**config.mk**
```make
export PLATFORM = sky130hd
export DESIGN_NAME = button_event_gen
export DESIGN_NICKNAME = d
export VERILOG_FILES = /design/src/rtl/button_event_gen.sv
export SDC_FILE = /design/constraint.sdc
export NUM_CORES = 1
export LEC_CHECK = 0
export CAP_MARGIN = 20
export CORE_MARGIN = 5
export CORE_UTILIZATION = 45
export DETAILED_ROUTE_END_ITERATION = 6
export PLACE_DENSITY = 0.7
export SLEW_MARGIN = 10
export SYNTH_ARGS = -nofsm -noshare
export SYNTH_HDL_FRONTEND = slang
export SYNTH_SLANG_ARGS = --single-unit
```
**constraint.sdc**
```tcl
create_clock -name clk_i -period 4.1 [get_ports clk_i]
set_input_delay 0.82 -clock clk_i [delete_from_list [all_inputs] [get_ports clk_i]]
set_output_delay 0.82 -clock clk_i [all_outputs]
set_load 0.1 [all_outputs]
```
**src/rtl/button_event_gen.sv**
```systemverilog
// Turns a debounced button level into single-cycle press, release,
// long-press and auto-repeat events, plus a registered held level.
module button_event_gen #(
    parameter int unsigned LONG_PRESS_TICKS = 50000000,
    parameter int unsigned REPEAT_TICKS     = 10000000
) (
    input  logic clk_i,
    input  logic s_rst_i,
    input  logic btn_state_i,
    output logic press_o,
    output logic release_o,
    output logic long_press_o,
    output logic repeat_o,
    output logic held_o
);

    localparam int HW = (LONG_PRESS_TICKS > 1) ? $clog2(LONG_PRESS_TICKS) : 1;
    localparam int RW = (REPEAT_TICKS > 1) ? $clog2(REPEAT_TICKS) : 1;

    localparam logic [HW-1:0] HOLD_LAST = HW'(LONG_PRESS_TICKS - 1);
    localparam logic [RW-1:0] REP_LAST  = RW'(REPEAT_TICKS - 1);

    typedef enum logic [1:0] {
        WAIT_RELEASE,
        IDLE,
        PRESSED,
        HELD
    } state_t;

    state_t        state;
    logic [HW-1:0] hold_cnt;
    logic [RW-1:0] rep_cnt;

    always_ff @(posedge clk_i) begin
        if (s_rst_i) begin
            state        <= WAIT_RELEASE;
            hold_cnt     <= '0;
            rep_cnt      <= '0;
            press_o      <= 1'b0;
            release_o    <= 1'b0;
            long_press_o <= 1'b0;
            repeat_o     <= 1'b0;
            held_o       <= 1'b0;
        end else begin
            press_o      <= 1'b0;
            release_o    <= 1'b0;
            long_press_o <= 1'b0;
            repeat_o     <= 1'b0;
            unique case (state)
                // A level already high out of reset must drop before it counts
                WAIT_RELEASE: begin
                    if (!btn_state_i) begin
                        state <= IDLE;
                    end
                end
                IDLE: begin
                    if (btn_state_i) begin
                        state    <= PRESSED;
                        press_o  <= 1'b1;
                        held_o   <= 1'b1;
                        hold_cnt <= '0;
                    end
                end
                PRESSED: begin
                    if (!btn_state_i) begin
                        state     <= IDLE;
                        release_o <= 1'b1;
                        held_o    <= 1'b0;
                    end else if (hold_cnt == HOLD_LAST) begin
                        state        <= HELD;
                        long_press_o <= 1'b1;
                        rep_cnt      <= '0;
                    end else begin
                        hold_cnt <= hold_cnt + 1'b1;
                    end
                end
                HELD: begin
                    if (!btn_state_i) begin
                        state     <= IDLE;
                        release_o <= 1'b1;
                        held_o    <= 1'b0;
                    end else if (rep_cnt == REP_LAST) begin
                        repeat_o <= 1'b1;
                        rep_cnt  <= '0;
                    end else begin
                        rep_cnt <= rep_cnt + 1'b1;
                    end
                end
                default: begin
                    state  <= WAIT_RELEASE;
                    held_o <= 1'b0;
                end
            endcase
        end
    end

endmodule

```
Word-level counts from Yosys, hierarchy flattened --
Cells that the tools add are included.
Word-level totals: register bits 57, input bits 3, output and inout bits 5, word-level logic and storage cells 63
Cells by class: $add $sub $neg 2, equality and inequality tests 13, mux-type cells 21, bitwise operators 5, reduce and logical (&&, ||, !) cells 14
Operators by type and width (number):
- $mux W24 | 4
- $mux W26 | 3
- $pmux W26 S2 | 1
- $pmux W24 S2 | 1
- $add A26 B1 Y26 const B | 1
- $eq A26 B26 Y1 const B | 1
- $add A24 B1 Y24 const B | 1
- $eq A24 B24 Y1 const B | 1
- $ne A2 B2 Y1 const B | 7
- $mux W2 | 4
- $reduce_and A4 Y1 | 2
- $reduce_or A2 Y1 | 4
- $mux W1 | 6
- $pmux W2 S3 | 1
- $reduce_and A3 Y1 | 2
- $reduce_bool A2 Y1 | 3
- $reduce_or A3 Y1 | 2
- $not A1 Y1 | 5
- $eq A2 B2 Y1 const B | 2
- $ne A3 B3 Y1 const B | 1
- $eq A2 B1 Y1 const B | 1
- $logic_not A2 Y1 | 1
- $pmux W1 S2 | 1

Longest topological paths before layout --
depth after elaboration 4, mapped depth 9

Least setup slack after synthesis --
Ideal clock, no wire load.
kind input to register, start point input btn_state_i, end point register hold_cnt[25], arrival 1.916 ns, setup slack 2.056 ns, stages 7, path through buf_6 -> o21a_1 -> nand4_1 -> nor3_1 -> nand4_1 -> xor2_1 -> nor2_1
Between the ends: cells in the longest elaborated chain, start to end 2, elaborated cells on any way between the ends 3, those cells by class eq/ne: 2; reduce/logical: 1
RTL lines:
- from (decl) | line 9 | input logic btn_state_i,
- $ne A2 B2 Y1 (no source line)
- $reduce_and A4 Y1 (no source line) (*)
- to (signal assigned) | line 74 | hold_cnt <= hold_cnt + 1'b1;
- to (decl) | line 31 | logic [HW-1:0] hold_cnt;
Every way passes the cells marked *; elsewhere a longest branch is shown, timed or not. A chain may end at the register's enable or synchronous reset.

Worst setup path in the final report --
start point register held_o, end point output held_o
RTL lines:
- from (decl) | line 14 | output logic held_o
- from (signal assigned) | line 43 | held_o <= 1'b0;
- from (signal assigned) | line 60 | held_o <= 1'b1;
- from (signal assigned) | line 68 | held_o <= 1'b0;
No word-level cell between the ends.

==> impl_metrics.py <==
metrics = {
    "critical_path": {
        "slowest_delay_ns": 1.14,
        "arrival_ns": 1.83,
        "worstPathRequired_ns": 3.28,
        "critPathBufInv": 1,
        "path_class": "flop to output port",
        "path_cells": "clkdlybuf4s50_1",
        "crit_family": "buffers and inverters",
        "crit_path_end_kind": "output port",
        "slowest_stage": "clkdlybuf4s50_1",
        "worstSetupStartpointType": "flop",
        "crit_fanout": 3,
    },
    "die": {
        "placementRows": 30,
        "start_util": 0.457,
        "dieArea_um2": 8530,
        "core_area_um2": 6680,
        "io_pins": 8,
        "dieWidth_um": 92.4,
        "die_h_um": 92.4,
    },
    "synth": {
        "yosysSeqAreaShare": 0.374,
        "ys_types": 58,
        "yosys.area.top_type": "dfxtp_1",
        "syn_avg_cell_area_um2": 8.80,
        "post-synth-top-area-fraction": 0.374,
        "synth_area_leaders": "dfxtp_1 (37%), nor2_1 (5.9%), xor2_1 (5.7%), nand4_1 (3.7%), a21oi_1 (2.9%)",
        "syn_area_um2": 3050,
        "synth_nets": 357,
        "yosys_register_bits": 57,
        "yosysWarnings": 0,
        "syn_inst": 347,
    },
    "grt": {
        "first_global_vias": 2358,
        "grt_max_degree": 25,
        "grt.total_usage": 0.162,
        "grt.overflow.total": 0,
        "antenna_found_initial": 0,
        "grt_pass1_wl_mm": 11.2,
    },
    "route": {
        "drc_errors": 0,
        "route.antenna.remaining_nets": 0,
        "num_vias": 2518,
        "post_drt_wl_per_cell_um": 14.9,
        "drtPass1Iterations": 6,
        "drtIter0Drc": 118,
        "vias_per_cell": 5.71,
        "drt_wl_total_mm": 6.55,
    },
    "cells_and_area": {
        "final_cell_mix": "dfxtp_1 (57), nor2_1 (48), xor2_1 (20), nand2_1 (19)",
        "layout-drive-gt1-share": 0.0997,
        "final_common_cell": "dfxtp_1",
        "finalNetCount": 366,
        "area_growth_pct": 9.55,
        "fin_cells": 441,
        "diodes": 0,
        "finalInstanceArea_um2": 3350,
        "fin_util": 0.501,
    },
    "placement": {
        "dpl_worst_slack_ns": 1.23,
        "io_buffers": 7,
        "globalplace.congestion": 0.902,
        "dp_hpwl_mm": 4.64,
        "dp_cells": 425,
        "dpl_cell_area_um2": 3140,
    },
    "cts": {
        "cts_root_buf": "clkbuf_8",
        "h-tree-depth": 3,
        "post_cts_buffers": 0,
        "hold_buffers": 0,
        "cts_made_buffers": 9,
        "clock_sinks": 57,
        "clk_pin_slew_ns": 0.06,
        "clockBufferDepth": 2,
        "cts_resized": 0,
        "cts_tree": "yes",
        "worstSkewPairLatency_ns": 0.35,
    },
    "power_and_ir_drop": {
        "p_total_mw": 1.32,
        "power_density_nw_per_um2": 396,
        "ir_drop_v": 0.000237,
        "p_leak_nw": 1.16,
    },
    "timing": {
        "finalCritPeriodShare": 0.646,
        "setup_viol": 0,
        "hold_viol_final": 0,
        "tns_ns": 0,
        "skew_ns": 0.0134,
        "rsz0062_at_grt": "no",
        "worstMarginPinSlew_ns": 0.985,
        "layout_setup_ws_ns": 1.45,
        "slew_headroom": 0.341,
        "slew_viol_final": 0,
        "fmax_mhz": 377,
        "layout_min_cycle_time_ns": 2.65,
        "hold_ws_ns": 0.469,
    },
    "min_path": {
        "hold_path_class": "flop to flop",
    },
    "outcome": {
        "status": "completed",
    },
    "job": {
        "maxCapViolCount": 0,
    },
}
-- routing by layer --
layer,GRT usage,vias up,share of wire
met2,0.266,26,0.48
li1,-,1268,-
met3,0.0471,9,0.029
met1,0.198,1215,0.47
met5,0,-,0
met4,0.0668,0,0.017
-- Yosys cell counts (all sizes together) --
cell     n
nand2   19
nand3b   2
nor2    48
nor4     2
nand3   19
or4      1
and4     3
nand4b   3
ha       7
a32o     1
nor4b    7
a41oi    1
a211oi   3
nor3b    3
dfxtp   57
nand4   20
xor2    20
a32oi    1
nor4bb   1
clkbuf   9
a311oi   2
o22ai    1
o21a     4
a21o     1
or3      4
xnor2    9
and3    12
nand2b   3
o21bai   1
nor3    10
and2    11
or4b     1
o31ai    2
o21ai   18
a21oi   18
buf      3
a221oi   2
a31oi    2
o41ai    1
nor2b    5
inv     10
-- worst reg2reg max path, cell delays in order, from the launching register on --
cell	delay [ns]
dfxtp_1	0.34
inv_1	0.11
ha_1	0.50
and3_1	0.25
nand4_2	0.17
o22ai_4	0.26
nand2_1	0.35
o21ai_0	0.29
a21oi_1	0.10
-- area by class of cell --
cell class                      instances  area (um2)
Inverter                               10        37.5
Multi-Input combinational cell        268        1760
Fill cell                             616        3340
Timing Repair Buffer                   10        92.6
Tap cell                               80         100
Sequential cell                        57        1140
Clock inverter                          6        82.6
Clock buffer                           10         128
-- where the power goes --
group / total (mW) / switching, mW / internal [mW]
logic: 0.187 / 0.132 / 0.0548
clock network: 0.563 / 0.224 / 0.339
registers: 0.575 / 0.00931 / 0.566
-- sequential cells by signal, indices dropped and copies added (netlist names) --
signal        count
held_o            1
hold_cnt         26
long_press_o      1
press_o           1
release_o         1
rep_cnt          24
repeat_o          1
state             2
-- path summary, 6_finish.rpt --
check	startpoint	end	slack (ns)	cells past startpoint
worst max-delay path	held_o$_SDFFE_PP0P_	held_o	1.45	1
worst max register to register	state[0]$_SDFFE_PP0P_	rep_cnt[5]$_SDFFE_PP0P_	1.61	8
worst min-delay path	rep_cnt[1]$_SDFFE_PP0P_	rep_cnt[1]$_SDFFE_PP0P_	0.47	2
worst min register to register	rep_cnt[1]$_SDFFE_PP0P_	rep_cnt[1]$_SDFFE_PP0P_	0.47	2
-- kinds of logic (layout without fill, tap and decap cells) --
group	Yosys count	in the layout	synth area share
xor gates and xnor gates	29	29	0.0832
and+or+nand+nor	174	174	0.333
DFF	57	57	0.374
adders and majority gates	7	7	0.0287
AOI/OAI and AO/OA	58	58	0.133
buffers and inverters	22	36	0.0487
No activity file was read; power rests on OpenSTA's default activity.
